$ cat src/rtl/i2c_slave_regfile.sv
// -----------------------------------------------------------------------------
// i2c_slave_regfile
//
// I2C target with a small byte-wide register bank. SCL/SDA are oversampled on
// clk, START/STOP are decoded, a 7-bit device address is matched and the
// target then services register writes (dev+W, reg index, data...) and
// register reads (dev+R, data...). A local port lets on-chip logic read the
// bank and observe every committed bus write.
//
// Optional feature macro: I2C_SLAVE_AUTOINC_EN
//   defined   : register pointer advances (mod 2^REG_AW) after every written
//               byte and after every read byte the master ACKs.
//   undefined : pointer stays where the register-index byte put it.
//
// Parameters
//   DEV_ADDR   7-bit device address this target answers to
//   REG_AW     register index width, bank holds 2^REG_AW bytes (REG_AW <= 8)
//   RESET_VAL  reset contents of every register
//
// Ports
//   clk         system clock (at least 8x SCL)
//   rst         synchronous, active-low reset
//   SCL_in      bus clock from the master (asynchronous to clk)
//   SDA_in      resolved bus data (asynchronous to clk)
//   SDA_out     1 = release SDA, 0 = pull SDA low
//   host_addr   local read index
//   host_rdata  combinational read of bank[host_addr]
//   wr_stb      one-cycle pulse per committed bus write
//   wr_addr     register index of the committed write
//   wr_data     byte of the committed write
//   busy        high from START until STOP / abort
// -----------------------------------------------------------------------------
module i2c_slave_regfile #(
  parameter logic [6:0]  DEV_ADDR  = 7'h50,
  parameter int unsigned REG_AW    = 4,
  parameter logic [7:0]  RESET_VAL = 8'h00
) (
  input  logic              clk,
  input  logic              rst,
  input  logic              SCL_in,
  input  logic              SDA_in,
  output logic              SDA_out,
  input  logic [REG_AW-1:0] host_addr,
  output logic [7:0]        host_rdata,
  output logic              wr_stb,
  output logic [REG_AW-1:0] wr_addr,
  output logic [7:0]        wr_data,
  output logic              busy
);

  localparam int unsigned DEPTH = 1 << REG_AW;

  typedef enum logic [3:0] {
    IDLE,
    DEV,
    ACK_DEV,
    REG,
    ACK_REG,
    WDATA,
    ACK_WDATA,
    RDATA,
    MACK
  } state_e;

  // ---------------------------------------------------------------------------
  // Input synchronizers: stages 1-2 resynchronize, stage 3 is the "previous"
  // value used for edge detection. Reset to 1 to match an idle bus.
  // ---------------------------------------------------------------------------
  logic scl_s1_q, scl_s2_q, scl_s3_q;
  logic sda_s1_q, sda_s2_q, sda_s3_q;

  always_ff @(posedge clk) begin
    if (!rst) begin
      scl_s1_q <= 1'b1;
      scl_s2_q <= 1'b1;
      scl_s3_q <= 1'b1;
      sda_s1_q <= 1'b1;
      sda_s2_q <= 1'b1;
      sda_s3_q <= 1'b1;
    end else begin
      scl_s1_q <= SCL_in;
      scl_s2_q <= scl_s1_q;
      scl_s3_q <= scl_s2_q;
      sda_s1_q <= SDA_in;
      sda_s2_q <= sda_s1_q;
      sda_s3_q <= sda_s2_q;
    end
  end

  logic scl_rise, scl_fall, start_det, stop_det;

  assign scl_rise  =  scl_s2_q & ~scl_s3_q;
  assign scl_fall  = ~scl_s2_q &  scl_s3_q;
  // SCL must be high in both compared samples so an SDA change that races an
  // SCL edge is not mistaken for a bus condition.
  assign start_det =  scl_s2_q &  scl_s3_q &  sda_s3_q & ~sda_s2_q;
  assign stop_det  =  scl_s2_q &  scl_s3_q & ~sda_s3_q &  sda_s2_q;

  // ---------------------------------------------------------------------------
  // Register bank: one cell per index, written from the registered commit
  // strobe so host_rdata shows the new value the cycle after wr_stb.
  // ---------------------------------------------------------------------------
  logic [7:0]        bank_w [DEPTH];
  logic              wr_stb_q;
  logic [REG_AW-1:0] wr_addr_q;
  logic [7:0]        wr_data_q;

  generate
    for (genvar gi = 0; gi < DEPTH; gi++) begin : g_bank
      logic [7:0] cell_q;

      always_ff @(posedge clk) begin
        if (!rst) begin
          cell_q <= RESET_VAL;
        end else if (wr_stb_q && (wr_addr_q == REG_AW'(gi))) begin
          cell_q <= wr_data_q;
        end
      end

      assign bank_w[gi] = cell_q;
    end
  endgenerate

  assign host_rdata = bank_w[host_addr];

  // ---------------------------------------------------------------------------
  // Protocol FSM
  // ---------------------------------------------------------------------------
  state_e            state_q;
  logic [3:0]        bit_cnt_q;
  logic [7:0]        shift_q;
  logic [REG_AW-1:0] ptr_q;
  logic              rw_q;
  logic              ack_drv_q;   // ACK low currently being driven
  logic              sda_out_q;
  logic              busy_q;

  logic [7:0]        rx_byte;
  logic              last_bit;
  logic [REG_AW-1:0] ptr_adv;
  logic [7:0]        rd_byte;
  logic [7:0]        rd_next;

  // Byte as it stands once the bit sampled on this SCL rising edge is added.
  assign rx_byte  = {shift_q[6:0], sda_s2_q};
  assign last_bit = (bit_cnt_q == 4'd7);

`ifdef I2C_SLAVE_AUTOINC_EN
  assign ptr_adv = ptr_q + REG_AW'(1);
`else
  assign ptr_adv = ptr_q;
`endif

  assign rd_byte = bank_w[ptr_q];
  assign rd_next = bank_w[ptr_adv];

  always_ff @(posedge clk) begin
    if (!rst) begin
      state_q   <= IDLE;
      bit_cnt_q <= 4'd0;
      shift_q   <= 8'h00;
      ptr_q     <= '0;
      rw_q      <= 1'b0;
      ack_drv_q <= 1'b0;
      sda_out_q <= 1'b1;
      busy_q    <= 1'b0;
      wr_stb_q  <= 1'b0;
      wr_addr_q <= '0;
      wr_data_q <= 8'h00;
    end else begin
      wr_stb_q <= 1'b0;

      if (stop_det) begin
        state_q   <= IDLE;
        sda_out_q <= 1'b1;
        busy_q    <= 1'b0;
        ack_drv_q <= 1'b0;
      end else if (start_det) begin
        // Covers repeated START too; ptr_q is deliberately kept.
        state_q   <= DEV;
        bit_cnt_q <= 4'd0;
        sda_out_q <= 1'b1;
        busy_q    <= 1'b1;
        ack_drv_q <= 1'b0;
      end else begin
        case (state_q)
          IDLE: begin
            sda_out_q <= 1'b1;
            busy_q    <= 1'b0;
          end

          DEV: begin
            if (scl_rise) begin
              shift_q   <= rx_byte;
              bit_cnt_q <= bit_cnt_q + 4'd1;
              if (last_bit) begin
                bit_cnt_q <= 4'd0;
                if (rx_byte[7:1] == DEV_ADDR) begin
                  rw_q      <= rx_byte[0];
                  ack_drv_q <= 1'b0;
                  state_q   <= ACK_DEV;
                end else begin
                  state_q <= IDLE;
                  busy_q  <= 1'b0;
                end
              end
            end
          end

          ACK_DEV: begin
            if (scl_fall) begin
              if (!ack_drv_q) begin
                sda_out_q <= 1'b0;
                ack_drv_q <= 1'b1;
              end else begin
                ack_drv_q <= 1'b0;
                if (rw_q) begin
                  // The falling edge that ends the ACK also launches bit 7.
                  sda_out_q <= rd_byte[7];
                  shift_q   <= {rd_byte[6:0], 1'b0};
                  bit_cnt_q <= 4'd1;
                  state_q   <= RDATA;
                end else begin
                  sda_out_q <= 1'b1;
                  bit_cnt_q <= 4'd0;
                  state_q   <= REG;
                end
              end
            end
          end

          REG: begin
            if (scl_rise) begin
              shift_q   <= rx_byte;
              bit_cnt_q <= bit_cnt_q + 4'd1;
              if (last_bit) begin
                bit_cnt_q <= 4'd0;
                ptr_q     <= rx_byte[REG_AW-1:0];
                ack_drv_q <= 1'b0;
                state_q   <= ACK_REG;
              end
            end
          end

          ACK_REG: begin
            if (scl_fall) begin
              if (!ack_drv_q) begin
                sda_out_q <= 1'b0;
                ack_drv_q <= 1'b1;
              end else begin
                sda_out_q <= 1'b1;
                ack_drv_q <= 1'b0;
                bit_cnt_q <= 4'd0;
                state_q   <= WDATA;
              end
            end
          end

          WDATA: begin
            if (scl_rise) begin
              shift_q   <= rx_byte;
              bit_cnt_q <= bit_cnt_q + 4'd1;
              if (last_bit) begin
                bit_cnt_q <= 4'd0;
                ack_drv_q <= 1'b0;
                state_q   <= ACK_WDATA;
              end
            end
          end

          ACK_WDATA: begin
            if (scl_fall) begin
              if (!ack_drv_q) begin
                // Byte is complete: commit it as the ACK goes out.
                sda_out_q <= 1'b0;
                ack_drv_q <= 1'b1;
                wr_stb_q  <= 1'b1;
                wr_addr_q <= ptr_q;
                wr_data_q <= shift_q;
                ptr_q     <= ptr_adv;
              end else begin
                sda_out_q <= 1'b1;
                ack_drv_q <= 1'b0;
                bit_cnt_q <= 4'd0;
                state_q   <= WDATA;
              end
            end
          end

          RDATA: begin
            if (scl_fall) begin
              if (bit_cnt_q == 4'd8) begin
                // All 8 bits shown; free the line for the master's ACK/NACK.
                sda_out_q <= 1'b1;
                state_q   <= MACK;
              end else begin
                sda_out_q <= shift_q[7];
                shift_q   <= {shift_q[6:0], 1'b0};
                bit_cnt_q <= bit_cnt_q + 4'd1;
              end
            end
          end

          MACK: begin
            if (scl_rise) begin
              if (!sda_s2_q) begin
                ptr_q     <= ptr_adv;
                shift_q   <= rd_next;
                bit_cnt_q <= 4'd0;
                state_q   <= RDATA;
              end else begin
                sda_out_q <= 1'b1;
                busy_q    <= 1'b0;
                state_q   <= IDLE;
              end
            end
          end

          default: begin
            sda_out_q <= 1'b1;
            busy_q    <= 1'b0;
            state_q   <= IDLE;
          end
        endcase
      end
    end
  end

  assign SDA_out = sda_out_q;
  assign busy    = busy_q;
  assign wr_stb  = wr_stb_q;
  assign wr_addr = wr_addr_q;
  assign wr_data = wr_data_q;

endmodule

$ cat config.mk
export PLATFORM = sky130hd
export DESIGN_NAME = i2c_slave_regfile
export DESIGN_NICKNAME = d
export VERILOG_FILES = /design/src/rtl/i2c_slave_regfile.sv
export SDC_FILE = /design/constraint.sdc
export NUM_CORES = 1
export LEC_CHECK = 0
export CORE_ASPECT_RATIO = 0.7
export CORE_UTILIZATION = 56
export DETAILED_ROUTE_END_ITERATION = 16
export GPL_TIMING_DRIVEN = 0
export PLACE_DENSITY = 0.77
export SLEW_MARGIN = 20
export SYNTH_ARGS = -nofsm -noshare
export SYNTH_HDL_FRONTEND = slang
export SYNTH_SLANG_ARGS = --single-unit
$ cat constraint.sdc
create_clock -name clk -period 2.5 [get_ports clk]
set_input_delay 0.5 -clock clk [delete_from_list [all_inputs] [get_ports clk]]
set_output_delay 0.5 -clock clk [all_outputs]
set_load 0.03 [all_outputs]
Yosys cells after proc, flatten, opt, wreduce, memory -nomap -nowiden --
Cells that the tools add are included.
Operators by class: $add $sub $neg 1, $lt $le $gt $ge 2, equality and inequality tests 68, multiplexer cells 71, bitwise operators 21, reductions and logical operators 39
Operator list (number):
- 2-to-1 mux 4 bit | 24
- 2-to-1 mux 8 bit | 12
- binary-select mux 8 bit (select 4 bit) | 2
- inequality test 3 bit, second input constant | 15
- equality test 4 bit, second input constant | 10
- equality test 4 x 3 -> 1 bit, second input constant | 9
- inequality test 2 bit, second input constant | 17
- case mux 4 bit (8 select lines) | 1
- case mux 8 bit (4 select lines) | 1
- AND reduction 14 bit | 2
- 2-to-1 mux 1 bit | 24
- AND reduction 11 bit | 2
- case mux 4 bit (5 select lines) | 1
- AND reduction 6 bit | 3
- equality test 4 x 2 -> 1 bit, second input constant | 4
- logical AND 1 bit | 16
- inequality test 2 x 1 -> 1 bit, second input constant | 7
- inverter 1 bit | 12
- greater-or-equal comparator 5 bit, second input constant | 2
- inverter 4 -> 5 bit | 2
- AND reduction 5 bit | 2
- inequality test 3 x 1 -> 1 bit, second input constant | 3
- OR reduction 3 bit | 3
- equality test 4 x 1 -> 1 bit, second input constant | 2
- 15 further kinds | 26
Storage, ports and cells: register bits after elaboration 171, logic and storage cells 236

Longest topological paths before layout --
depth in word-level cells 8, gate-level depth with buffers 9, mapped depth without buffers 8

Least setup slack after synthesis --
Ideal clock, no wire load.
kind input to output, start point input port host_addr[0], end point output port host_rdata[1], arrival 2109 ps, data required time 2000 ps, path slack -109 ps, stages on the path 4, path through clkbuf_1 buf_2 mux4_2 mux4_2
On the way: cells in the longest elaborated chain, start to end 4
RTL lines:
- start, declared | line 43 | input logic [REG_AW-1:0] host_addr,
- inverter 4 -> 5 bit (implied by the code) | line 124 | assign host_rdata = bank_w[host_addr];
- binary-select mux 8 bit (select 4 bit) | line 124
- 2-to-1 mux 8 bit (implied by the code) (2 in a row) | line 124
- end, declared | line 44 | output logic [7:0] host_rdata,
Every way passes these cells. The select of a mux whose other input is x is not followed.

Worst setup path in the final report --
start point input port host_addr[0], end point output port host_rdata[0]
The elaborated chain is that of the path after synthesis.

==> results.json <==
{
  "power.density_nw_per_um2": 583.3,
  "hp-start": "sda_s1_q",
  "areaGrowthSynthToFinish_pct": 15.82,
  "core_um2": 15450,
  "cp-start-kind": "input port",
  "die_y_um": 107.2,
  "drt-pass1-iter-count": 12,
  "clkSinkCount": 171,
  "synth_common_cells": "nor2_1 (178), dfxtp_1 (171), mux2i_1 (152), mux4_2 (62), clkbuf_1 (60)",
  "start_util_pct": 57.26,
  "final_nets": 923,
  "routed_via_density": 6.587,
  "hold_viol": 0,
  "r2r_end": "wr_data[3]",
  "ys_seq_elements": 171,
  "grt_pass1_wl_mm": 41.12,
  "synth_top_family_by_area": "multiplexers",
  "max_clock_freq_mhz": 390.8,
  "status": "finished with violations",
  "switchingPower_mw": 1.458,
  "synth_edf_count": 0,
  "yosysWarnings": 0,
  "grt_start_max_net_pins": 17,
  "power_frac_comb_pct": 6.3,
  "synth_top_area_share_pct": 38.69,
  "async_flop_share_pct": 0,
  "ys_seq_area_share_pct": 38.69,
  "yosys_most_used_dff": "dfxtp_1",
  "synth_cell_type_count": 54,
  "timing.rr.start": "state_q[0]",
  "synth_xor_area_share_pct": 0,
  "p_int_mw": 4.520,
  "layout_min_cycle_time_ps": 2559,
  "leakagePower_nw": 3.881,
  "finalSetupViolCount": 6,
  "worstSetupStartpoint": "host_addr[0]",
  "setup_slack_ps": -58.65,
  "antenna_found_initial": 0,
  "dieArea_um2": 16320,
  "holdCritPathClass": "reg2reg",
  "drt_iter0_drc": 978,
  "slew_viol_final": 0,
  "grt_use_total_pct": 34.28,
  "rrSetupSlack_ps": 90,
  "whs_endpoint": "sda_s2_q",
  "path_clk_slew_ps": 70,
  "fin_setup_tns_ps": -170.6,
  "irDropWorstVdd_uv": 508.8,
  "power_frac_clock_pct": 47.4,
  "ant_nets": 0,
  "syn-num-nets": 871,
  "critPathMaxFanout": 8,
  "power.share.switching_pct": 24.40,
  "skew_ps": 10.12,
  "grt_pass1_vias": 6939,
  "maxSlewHeadroom_pct": 15.03,
  "hold_depth": 1,
  "end_kind": "output port",
  "hpwl_mm": 19.04,
  "antenna_cells": 0,
  "wl_mm": 27.07,
  "cts_tree": "yes",
  "place_congestion": 0.9875,
  "synth.area.mux_share_pct": 36.28,
  "yosysMostFrequentCell": "nor2_1",
  "syn_inst": 861,
  "seqPwrFrac_pct": 46.3,
  "rows": 38,
  "finalNonFillerCells": 1126,
  "die_x_um": 152.2,
  "wl_per_cell_um": 24.04,
  "htree_levels": 4,
  "drc": 3,
  "arrival_ps": 2060,
  "tightest_slew_ps": 1270,
  "violations": "design-rule violations, negative setup slack",
  "r2r_cells": 7,
  "io_pins": 31,
  "yosysTopAreaCell": "dfxtp_1",
  "drv_cap": 0,
  "rsz0062_at_grt": "yes",
  "insertion_delay_ps": 440,
  "numCtsBuffers": 17,
  "post-route-period-util_pct": 102.3,
  "synth.area.top_cells": "dfxtp_1 (39%), mux2i_1 (17%), mux4_2 (16%), nor2_1 (7.6%), mux2_2 (3.3%)",
  "synth_area_um2": 8848,
  "synth.avg_cell_area_um2": 10.28,
  "cts-root-buf": "clkbuf_16",
  "synthAdderAreaFrac_pct": 0.2828,
  "layout-drive-gt1-share_pct": 18.90,
  "crit_type": "in2out",
  "grt_overflow": 0,
  "via_count": 7417,
  "synth-compound-area-share_pct": 7.014,
  "cp.required_ps": 2000,
  "port_buffers": 26,
  "dp.cells": 1087,
  "clockBufferDepth": 2,
  "synth_simple_gate_area_share_pct": 13.77
}
==> routing by layer <==
layer  global-route usage (%)  up-vias  part of all wire (%)
met5                        0        -                     0
met2                    47.17      501                    41
li1                         -     3238                     -
met1                    50.54     3635                    44
met3                    10.63       43                    13
met4                    10.93        0                   2.1
==> power groups by stage <==
stage	Clock [mW]	Sequential, mW	Combinational, mW
5_1_grt	2.94	2.77	0.399
3_5_place_dp	0	2.83	0.329
3_3_place_gp	0	2.83	0.327
6_report	2.83	2.77	0.379
4_1_cts	2.81	2.76	0.362
2_1_floorplan	0	2.82	0.224
==> sequential cells by signal, summed over array words and instances (netlist names), 4 cells and up <==
name / count
ptr_adv: 4
bit_cnt_q: 4
wr_addr: 4
state_q: 4
g_bank.cell_q: 128
shift_q: 8
wr_data: 8
==> how the worst max path moves through the flow <==
stage	depth (start not counted)	end	slack, ps
4_1_cts	5	host_rdata[0]	-50
3_3_place_gp	5	host_rdata[3]	-970
5_1_grt	5	host_rdata[0]	-60
6_report	5	host_rdata[0]	-60
3_5_place_dp	5	host_rdata[0]	-1020
2_1_floorplan	4	host_rdata[0]	20
==> what timing repair did <==
| action | CTS | global route |
|---|---|---|
| setup buffers | 0 | 4 |
| pin swaps | 0 | 1 |
| endpoints found under the setup margin | 10 | 21 |
| gates cloned | 3 | 0 |
| resized for setup | 78 | 14 |
| hold buffers | 0 | 0 |
==> placed cells by master, fill, tap and decap left out, types with 10 or more instances in the layout <==
master	count
a31oi_1	11
nor3_1	14
dfxtp_1	171
mux2_2	26
nand2_1	22
o22ai_1	16
a21oi_1	13
buf_6	10
clkdlybuf4s50_1	18
nand2b_1	14
o21ai_0	13
nor2_1	169
clkbuf_1	53
mux4_2	62
mux2i_1	149
clkbuf_16	18
==> through the flow <==
step                      instance area (µm²)  utilization [%]  power (mW)  hold slack, ps  setup WS, ps
after global routing                    10250            66.32       6.102           428.2        -62.89
after floorplan                          8869                -       3.048           386.3         22.83
after global placement                   9379            60.70       3.153           388.9        -974.7
after CTS                               10180            65.85       5.942           411.7        -47.00
final                                   10250            66.32       5.978           410.7        -58.65
after detailed placement                 9392            60.78       3.156           397.9         -1015
==> cell type report <==
class,count,area [µm²]
Inverter,7,26.28
Timing Repair Buffer,33,382.9
Tap cell,200,250.2
Sequential cell,171,3423
Clock inverter,12,160.2
Fill cell,1176,5204
Clock buffer,20,456.7
Multi-Input combinational cell,606,5117
Buffer,77,431.7
==> cells by family (layout without fill, tap and decap cells) <==
kind of cell               Yosys count  in the layout
AOI/OAI and AO/OA                   93             93
adders and majority gates            2              2
buffers and inverters               84            149
DFF                                171            171
muxes                              240            240
and+or+nand+nor                    271            271
==> critical path, stage by stage <==
cell	delay, ps
clkbuf_16	170
buf_12	150
mux4_2	530
mux4_2	540
buf_6	170
Power figures use the tool's default switching activity.
